File: src/rtl/alu_pkg.sv
// Shared types, opcode map and the single-cycle ALU evaluation for alu_seq_core.
// The evaluation function runs at MAX_W bits and masks down to the caller's width.
package alu_pkg;

  localparam int OP_W  = 4;
  localparam int MAX_W = 64;

  localparam logic [OP_W-1:0] OP_ADD = 4'd0;
  localparam logic [OP_W-1:0] OP_SUB = 4'd1;
  localparam logic [OP_W-1:0] OP_AND = 4'd2;
  localparam logic [OP_W-1:0] OP_OR  = 4'd3;
  localparam logic [OP_W-1:0] OP_XOR = 4'd4;
  localparam logic [OP_W-1:0] OP_NOT = 4'd5;
  localparam logic [OP_W-1:0] OP_SHL = 4'd6;
  localparam logic [OP_W-1:0] OP_SHR = 4'd7;
  localparam logic [OP_W-1:0] OP_MUL = 4'd8;
  localparam logic [OP_W-1:0] OP_ADC = 4'd9;
  localparam logic [OP_W-1:0] OP_CMP = 4'd10;

  typedef enum logic {IDLE, BUSY} state_t;

  typedef struct packed {
    logic carry;
    logic zero;
    logic neg;
    logic ovf;
    logic err;
  } flags_t;

  typedef logic [MAX_W-1:0] word_t;
  typedef logic [MAX_W:0]   wide_t;

  typedef struct packed {
    word_t  res;
    flags_t flags;
  } alu_res_t;

  // Operands must already be zero-extended from w bits; w must lie in 2..MAX_W.
  function automatic alu_res_t alu_compute(input logic [OP_W-1:0] op, input word_t a,
                                           input word_t b, input logic cin, input int w);
    alu_res_t o;
    wide_t    sum;
    wide_t    diff;
    word_t    mask;
    word_t    msb;
    word_t    r;
    logic     a_n;
    logic     b_n;
    logic     r_n;
    logic     c;
    logic     v;
    logic     illegal;
    mask    = {MAX_W{1'b1}} >> (MAX_W - w);
    msb     = word_t'(1) << (w - 1);
    sum     = wide_t'(a) + wide_t'(b) + wide_t'(cin && (op == OP_ADC));
    diff    = wide_t'(a) - wide_t'(b);
    a_n     = |(a & msb);
    b_n     = |(b & msb);
    r       = '0;
    c       = 1'b0;
    v       = 1'b0;
    illegal = 1'b0;
    case (op)
      OP_ADD, OP_ADC: begin
        r = sum[MAX_W-1:0] & mask;
        c = |(sum & (wide_t'(1) << w));
        v = (a_n == b_n) && ((|(r & msb)) != a_n);
      end
      OP_SUB, OP_CMP: begin
        r = diff[MAX_W-1:0] & mask;
        c = a < b;
        v = (a_n != b_n) && ((|(r & msb)) != a_n);
      end
      OP_AND: r = a & b;
      OP_OR:  r = a | b;
      OP_XOR: r = a ^ b;
      OP_NOT: r = ~a & mask;
      OP_SHL: begin
        r = (a << 1) & mask;
        c = a_n;
      end
      OP_SHR: begin
        r = a >> 1;
        c = a[0];
      end
      default: illegal = 1'b1;
    endcase
    r_n           = |(r & msb);
    o.flags.carry = c;
    o.flags.ovf   = v;
    o.flags.zero  = (r == '0);
    o.flags.neg   = r_n;
    o.flags.err   = illegal;
    // CMP reports the flags of A-B but passes A through unchanged.
    o.res         = (op == OP_CMP) ? a : r;
    return o;
  endfunction

endpackage

File: src/rtl/alu_seq_core_if.sv
// Operand/result handshake bundle between the fetch stage, the ALU core and writeback.
interface alu_seq_core_if #(parameter int WIDTH = 8);
  import alu_pkg::*;

  logic             in_valid;
  logic             in_ready;
  logic [WIDTH-1:0] a;
  logic [WIDTH-1:0] b;
  logic [OP_W-1:0]  op;
  logic             out_valid;
  logic             out_ready;
  logic [WIDTH-1:0] result;
  logic             carry;
  logic             zero;
  logic             neg;
  logic             ovf;
  logic             err;
  logic             cflag;

  modport master (
    output in_valid, a, b, op, out_ready,
    input  in_ready, out_valid, result, carry, zero, neg, ovf, err, cflag
  );

  modport slave (
    input  in_valid, a, b, op, out_ready,
    output in_ready, out_valid, result, carry, zero, neg, ovf, err, cflag
  );

endinterface

File: src/rtl/alu_mul_iter.sv
// Iterative shift-add multiplier: WIDTH steps after start; done and product are
// combinational during the final step so the caller can register them on that edge.
module alu_mul_iter #(
  parameter int WIDTH = 8
) (
  input  logic               clk,
  input  logic               rst,
  input  logic               start,
  input  logic [WIDTH-1:0]   a,
  input  logic [WIDTH-1:0]   b,
  output logic               done,
  output logic [2*WIDTH-1:0] product
);

  localparam int CW = $clog2(WIDTH);

  logic               busy;
  logic [CW-1:0]      cnt;
  logic [2*WIDTH-1:0] mcand;
  logic [2*WIDTH-1:0] acc;
  logic [2*WIDTH-1:0] acc_nxt;
  logic [WIDTH-1:0]   mplier;

  assign acc_nxt = mplier[0] ? acc + mcand : acc;
  assign done    = busy && (cnt == CW'(WIDTH - 1));
  assign product = acc_nxt;

  always_ff @(posedge clk) begin
    if (rst) begin
      busy   <= 1'b0;
      cnt    <= '0;
      acc    <= '0;
      mcand  <= '0;
      mplier <= '0;
    end else if (start) begin
      busy   <= 1'b1;
      cnt    <= '0;
      acc    <= '0;
      mcand  <= {{WIDTH{1'b0}}, a};
      mplier <= b;
    end else if (busy) begin
      acc    <= acc_nxt;
      mcand  <= mcand << 1;
      mplier <= mplier >> 1;
      cnt    <= cnt + CW'(1);
      if (done) busy <= 1'b0;
    end
  end

endmodule

File: src/rtl/alu_seq_core.sv
// Handshaked ALU: single-cycle ops register in 1 cycle, MUL in WIDTH cycles.
// Input is refused while busy or while an unconsumed result is held.
module alu_seq_core
  import alu_pkg::*;
#(
  parameter int WIDTH = 8,
  parameter int OP_W_P = OP_W
) (
  input logic           clk,
  input logic           rst,
  alu_seq_core_if.slave bus
);

  state_t             state;
  state_t             state_nxt;
  logic               xfer;
  logic               mul_start;
  logic               load_sc;
  logic               load_mul;
  logic               mul_done;
  logic [2*WIDTH-1:0] prod;
  logic [WIDTH-1:0]   prod_lo;
  logic               prod_hi_nz;
  alu_res_t           sc;
  logic               unused_hi;

  logic               vld_q;
  logic [WIDTH-1:0]   res_q;
  flags_t             flg_q;
  logic               cflag_q;

  assign bus.in_ready = (state == IDLE) && (!vld_q || bus.out_ready);
  assign xfer         = bus.in_valid && bus.in_ready;

  always_comb begin
    sc = alu_compute(bus.op, word_t'(bus.a), word_t'(bus.b), cflag_q, WIDTH);
  end
  assign unused_hi = ^{sc.res, OP_W_P[0]};

  assign prod_lo    = prod[WIDTH-1:0];
  assign prod_hi_nz = |prod[2*WIDTH-1:WIDTH];

  alu_mul_iter #(.WIDTH(WIDTH)) u_mul (
    .clk     (clk),
    .rst     (rst),
    .start   (mul_start),
    .a       (bus.a),
    .b       (bus.b),
    .done    (mul_done),
    .product (prod)
  );

  always_ff @(posedge clk) begin
    if (rst) state <= IDLE;
    else     state <= state_nxt;
  end

  always_comb begin
    state_nxt = state;
    mul_start = 1'b0;
    load_sc   = 1'b0;
    load_mul  = 1'b0;
    case (state)
      IDLE: begin
        if (xfer) begin
          if (bus.op == OP_MUL) begin
            mul_start = 1'b1;
            state_nxt = BUSY;
          end else begin
            load_sc = 1'b1;
          end
        end
      end
      BUSY: begin
        if (mul_done) begin
          load_mul  = 1'b1;
          state_nxt = IDLE;
        end
      end
      default: state_nxt = IDLE;
    endcase
  end

  // cflag follows every legal completion so a following ADC sees it on the same edge.
  always_ff @(posedge clk) begin
    if (rst) begin
      vld_q   <= 1'b0;
      res_q   <= '0;
      flg_q   <= '0;
      cflag_q <= 1'b0;
    end else if (load_sc) begin
      vld_q <= 1'b1;
      res_q <= sc.res[WIDTH-1:0];
      flg_q <= sc.flags;
      if (!sc.flags.err) cflag_q <= sc.flags.carry;
    end else if (load_mul) begin
      vld_q       <= 1'b1;
      res_q       <= prod_lo;
      flg_q.carry <= prod_hi_nz;
      flg_q.zero  <= (prod_lo == '0);
      flg_q.neg   <= prod_lo[WIDTH-1];
      flg_q.ovf   <= prod_hi_nz;
      flg_q.err   <= 1'b0;
      cflag_q     <= prod_hi_nz;
    end else if (vld_q && bus.out_ready) begin
      vld_q <= 1'b0;
    end
  end

  assign bus.out_valid = vld_q;
  assign bus.result    = res_q;
  assign bus.carry     = flg_q.carry;
  assign bus.zero      = flg_q.zero;
  assign bus.neg       = flg_q.neg;
  assign bus.ovf       = flg_q.ovf;
  assign bus.err       = flg_q.err;
  assign bus.cflag     = cflag_q;

endmodule
File: src/flat_wrapper.sv
// flat-port wrapper written by rule: the top's interface ports become plain ports
module alu_seq_core_flat import alu_pkg::*;
#(
  parameter int WIDTH = 8,
  parameter int OP_W_P = OP_W
)
  (clk, rst, bus_in_valid, bus_a, bus_b, bus_op, bus_out_ready, bus_in_ready, bus_out_valid, bus_result, bus_carry, bus_zero, bus_neg, bus_ovf, bus_err, bus_cflag);
  alu_seq_core_if #(.WIDTH(WIDTH)) bus_i ();
  input logic clk;
  input logic rst;
  input wire logic [$bits(bus_i.in_valid)-1:0] bus_in_valid;
  input wire logic [$bits(bus_i.a)-1:0] bus_a;
  input wire logic [$bits(bus_i.b)-1:0] bus_b;
  input wire logic [$bits(bus_i.op)-1:0] bus_op;
  input wire logic [$bits(bus_i.out_ready)-1:0] bus_out_ready;
  output wire logic [$bits(bus_i.in_ready)-1:0] bus_in_ready;
  output wire logic [$bits(bus_i.out_valid)-1:0] bus_out_valid;
  output wire logic [$bits(bus_i.result)-1:0] bus_result;
  output wire logic [$bits(bus_i.carry)-1:0] bus_carry;
  output wire logic [$bits(bus_i.zero)-1:0] bus_zero;
  output wire logic [$bits(bus_i.neg)-1:0] bus_neg;
  output wire logic [$bits(bus_i.ovf)-1:0] bus_ovf;
  output wire logic [$bits(bus_i.err)-1:0] bus_err;
  output wire logic [$bits(bus_i.cflag)-1:0] bus_cflag;
  assign bus_i.in_valid = bus_in_valid;
  assign bus_i.a = bus_a;
  assign bus_i.b = bus_b;
  assign bus_i.op = bus_op;
  assign bus_i.out_ready = bus_out_ready;
  assign bus_in_ready = bus_i.in_ready;
  assign bus_out_valid = bus_i.out_valid;
  assign bus_result = bus_i.result;
  assign bus_carry = bus_i.carry;
  assign bus_zero = bus_i.zero;
  assign bus_neg = bus_i.neg;
  assign bus_ovf = bus_i.ovf;
  assign bus_err = bus_i.err;
  assign bus_cflag = bus_i.cflag;
  alu_seq_core #(.WIDTH(WIDTH), .OP_W_P(OP_W_P)) u_core (.clk(clk), .rst(rst), .bus(bus_i));
endmodule
File: config.mk
export PLATFORM = sky130hd
export DESIGN_NAME = alu_seq_core_flat
export DESIGN_NICKNAME = d
export VERILOG_FILES = /design/src/rtl/alu_pkg.sv /design/src/rtl/alu_seq_core_if.sv /design/src/rtl/alu_mul_iter.sv /design/src/rtl/alu_seq_core.sv /design/src/flat_wrapper.sv
export SDC_FILE = /design/constraint.sdc
export NUM_CORES = 1
export LEC_CHECK = 0
export BUFFER_PORTS_ARGS = -buffer_cell sky130_fd_sc_hd__buf_4
export CAP_MARGIN = 5
export CELL_PAD_IN_SITES_DETAIL_PLACEMENT = 0
export CELL_PAD_IN_SITES_GLOBAL_PLACEMENT = 1
export CORE_ASPECT_RATIO = 1.4
export CORE_UTILIZATION = 35
export DETAILED_ROUTE_END_ITERATION = 8
export PLACE_DENSITY_LB_ADDON = 0.1
export SLEW_MARGIN = 20
export SYNTH_ARGS = -nofsm -noshare
export SYNTH_HDL_FRONTEND = slang
export SYNTH_SLANG_ARGS = --single-unit
File: constraint.sdc
create_clock -name clk -period 5.7 [get_ports clk]
set_input_delay 0.285 -clock clk [delete_from_list [all_inputs] [get_ports clk]]
set_output_delay 0.285 -clock clk [all_outputs]
set_load 0.03 [all_outputs]
==> results <==
- After synthesis, the netlist uses between 70 and 80 different library cells.
- Summing the sequential cell areas from Yosys gives 23.93% of the chip area.
- Global routing used ~23% of the available tracks across all layers.
- The share of synthesized area in the top cell type comes to 23.93%.
- Measured against the total synthesized area, the mux share comes to 10.02%.
- Summed over all layers, the routed wires come to ~16000 µm.
- Across the routed clock network, the largest skew measured is 0.005392 ns.
- The largest total area in the synthesized netlist belongs to dfxtp_1.
- Adding up every negative setup slack in the final design gives 0 ns.
- After floorplanning, the core was sized to cover 13970 µm².
- Data arrives at the worst endpoint at 3.37 ns.
- The post-cts resize count is 0.
- The number of sinks handled by clock tree synthesis is 60.
- Global routing used 2.724% of the available met3 tracks.
- The number of hold-repair buffers added at the cts stage is 0.
- The dominant register cell in the synthesized netlist is dfxtp_1.
- Of all flip-flops after synthesis, the portion carrying an async set or reset was 0%.
- The die is between 100 and 150 µm tall.
- Once the floorplan was initialized, standard cells occupied 35.92% of the core.
- For the pin with the worst max-slew slack, the measured transition is 0.8803 ns.
- The number of slew-limit violations in the final report came to 0.
- Setup repair after global routing left no endpoint under its margin.
- The worst setup path category is in2reg.
- After synthesis the cells add up to 5020 µm².
- After synthesis, the cell types taking the most area are dfxtp_1 (24%), ha_1 (10%), mux2i_1 (7.8%), nor2_1 (6.4%), a211oi_1 (4.3%).
- The flow ran to the end, and the final reports show no timing, DRC or antenna violations.
- The H-tree depth is 3.
- The number of port buffers is 39.
- The TritonCTS clock tree is done.
- STA classifies the critical path endpoint as a flip-flop.
- The min-delay analysis places its worst path in the category in2reg.
- The global route total overflow is 0.
- The worst max-slew margin expressed relative to the limit is between 40 and 50%.
- For the worst setup path, the data required time is 5.90 ns.
- The final number of hold-violating endpoints is 0.
- The die footprint is 14830 µm².
- Across the VDD grid, the largest voltage drop is 0.1245 mV.
- The number of buffers created by CTS is 9.
- The diode insertion count for antenna repair is 0.
- The library cell used most frequently in the layout, excluding fill and tap cells, is nor2_1.
- The global-route track usage on met1 is 24.60%.
- The post-route antenna net violation count is 0.
- Summing the areas of all compound-gate instances in the mapped netlist gives between 20 and 30% of the synthesized area.
- The standard-cell row count is 51.
- The worst-case clock buffer depth is 2.
- The clock latency at the later pin of the worst-skew pair is 0.33 ns.
- By area, the combinational part of the netlist is dominated by compound AO/OA/AOI/OAI gates.
- The library cells used most frequently in the layout, excluding fill and tap cells, are nor2_1 (85), dfxtp_1 (59), a21oi_1 (43), buf_4 (43), ha_1 (41).
- The post-synth net total is 693.
- In this run, the number of DRC markers left after iteration 0 of detailed routing was 190.
- The wire length of the first global-routing pass is 25220 µm.
- After detailed routing, the average wire length per cell comes to 19.24 µm.
- The share of cells above drive strength 1 is between 10% and 20%.
- After layout, the minimum clock period comes to 3.166 ns.
- In this run the count of I/O pins placed on the die edge is 40.
- Entering global routing, the biggest net connects 57 pins.
- Detailed routing inserted a total of 4767 vias.
- The layout overhead on the synthesized area is 14.23%.
- The timing-limited maximum frequency is 0.3159 GHz.
- After detailed placement, the total cell area comes to 5416 µm².
- The DRC violation count after routing is 0.
- After Yosys synthesis, XOR and XNOR cells account for 2.094% of the synthesized area.
- The placed wire-length estimate is 12220 µm.
- The number of antenna violations at the first check in global routing is 0.
- met2 is the most crowded layer.
- The type of origin of the critical path is an input port.
- The root buffer selected by CTS is clkbuf_16.
- The count of synthesis-stage warnings from yosys is 0.
- A synthesized cell averages 8.045 µm².
- The clock-pin slew on the worst setup and hold paths is 0.06 ns.
- In the routed layout, each cell is associated on average with a via count of 5.736.
- Setup violations remaining at the end of the flow were counted as 0.
- In this run the static leakage power is 2.241 nW.
- The met2 demand-to-capacity share in global routing is 44.11%.
- Synthesis produced a netlist whose cell count is around 620.
- Summing the areas of all and, or, nand and nor instances in the mapped netlist gives 18.15% of the synthesized area.
- The number of nets in the layout is 710.
- The power density over cell area is 222.4 nW/µm².
- The die boundary width is 103.2 µm.
- The post-synthesis register bit count is 60.
- The tool flagged a number of max-cap violations equal to 0.
- The filler cells instantiated in the layout total ~1500.
- Along the worst path, the maximum fanout reaches 24.
- In this run, synthesis inferred 0 flip-flops with an integrated enable.
- For this run, the detailed router's first-pass iteration total came to 5.
- At the end of routability-driven placement, the weighted congestion stood at 0.9040.
- Of the total synthesized cell area, the portion taken by full adders, half adders and majority gates is 11.81%.
- The post-layout instance area is 5734 µm².
- The via count of the first global-routing pass is 4710.
- The final period utilization is a little under three fifths.
- The number of post-CTS setup repair buffers is 0.
[final cells by class]
class | instances | area [µm²] | share of cell area, %
Clock buffer | 10 | 229.0 | 3.993
Clock inverter | 6 | 88.84 | 1.549
Inverter | 35 | 131.4 | 2.291
Multi-Input combinational cell | 492 | 3528 | 61.53
Sequential cell | 60 | 1202 | 20.97
Tap cell | 185 | 231.5 | 4.037
Timing Repair Buffer | 43 | 322.8 | 5.630
[final timing paths]
path / cells past startpoint / to / slack [ns] / start
worst max register to register: 11 / u_core.bus.carry$_SDFFE_PP0P_ / 2.67 / u_core.u_mul.acc[0]$_SDFFE_PP0P_
worst min register to register: 2 / u_core.u_mul.acc[0]$_SDFFE_PP0P_ / 0.49 / u_core.u_mul.acc[0]$_SDFFE_PP0P_
worst max-delay path: 14 / u_core.bus.result[6]$_SDFFE_PP0P_ / 2.53 / bus_op[2]
worst min-delay path: 3 / u_core.bus.out_valid$_SDFFE_PP0P_ / 0.25 / bus_out_ready
[synthesized netlist by cell type, types with 7 or more instances]
cell and instances:
nor2_1 85, dfxtp_1 60, a21oi_1 43, ha_1 41, mux2i_1 39, nand2_1 38
inv_1 35, a211oi_1 29, o21ai_0 25, clkbuf_1 24, o211ai_1 12, nor2b_1 10
a22oi_1 9, nand2b_1 9, nand3_1 9, and3_1 8, buf_2 8, o31ai_1 8
a221oi_1 7, nor3_1 7, o21a_1 7
[routing by layer]
layer,up-vias,part of all wire (%)
li1,2352,-
met5,-,0
met2,73,55
met3,22,2.4
met1,2320,40
met4,0,2.4
[power by group]
part	switching (mW)	internal, mW
Combinational	0.155	0.0929
Clock	0.203	0.382
Sequential	0.0103	0.432
[registers in the layout, summed over array words and instances (netlist names), 3 cells and up]
name                 flops
u_core.u_mul.cnt         3
u_core.u_mul.acc        16
u_core.bus.result        8
u_core.u_mul.mplier      8
u_core.u_mul.mcand      16
[per-stage QoR]
| stage | total power [mW] | util, % | setup WS [ns] | hold slack [ns] | std cells |
|---|---|---|---|---|---|
| 2_1_floorplan | 0.6111 | - | 2.518 | 0.4590 | 624 |
| 3_3_place_gp | 0.6975 | 38.76 | 2.306 | 0.4751 | 815 |
| 3_5_place_dp | 0.6987 | 38.76 | 2.242 | 0.4811 | 815 |
| 4_1_cts | 1.289 | 41.03 | 2.584 | 0.2475 | 831 |
| 5_1_grt | 1.334 | 41.03 | 2.300 | 0.2717 | 831 |
| 6_report | 1.275 | 41.03 | 2.535 | 0.2510 | 831 |
[critical path, stage by stage]
cell	delay [ns]
buf_4	0.23
inv_1	0.18
nand2_1	0.17
nor3_1	0.09
fa_1	0.43
fa_1	0.46
a21oi_1	0.16
o21ai_0	0.16
a31o_2	0.32
mux2i_1	0.14
o2111ai_1	0.15
mux2_2	0.31
a221oi_1	0.23
nor2_1	0.07
[cells by family after synthesis]
| family | Yosys count |
|---|---|
| AND/OR/NAND/NOR | 191 |
| AO/OA/AOI/OAI | 199 |
| XOR/XNOR | 12 |
| flip-flops | 60 |
| multiplexers | 45 |
| adder cells (fa/ha/maj) | 45 |
| buffers and inverters | 72 |
Power figures use the tool's default switching activity.
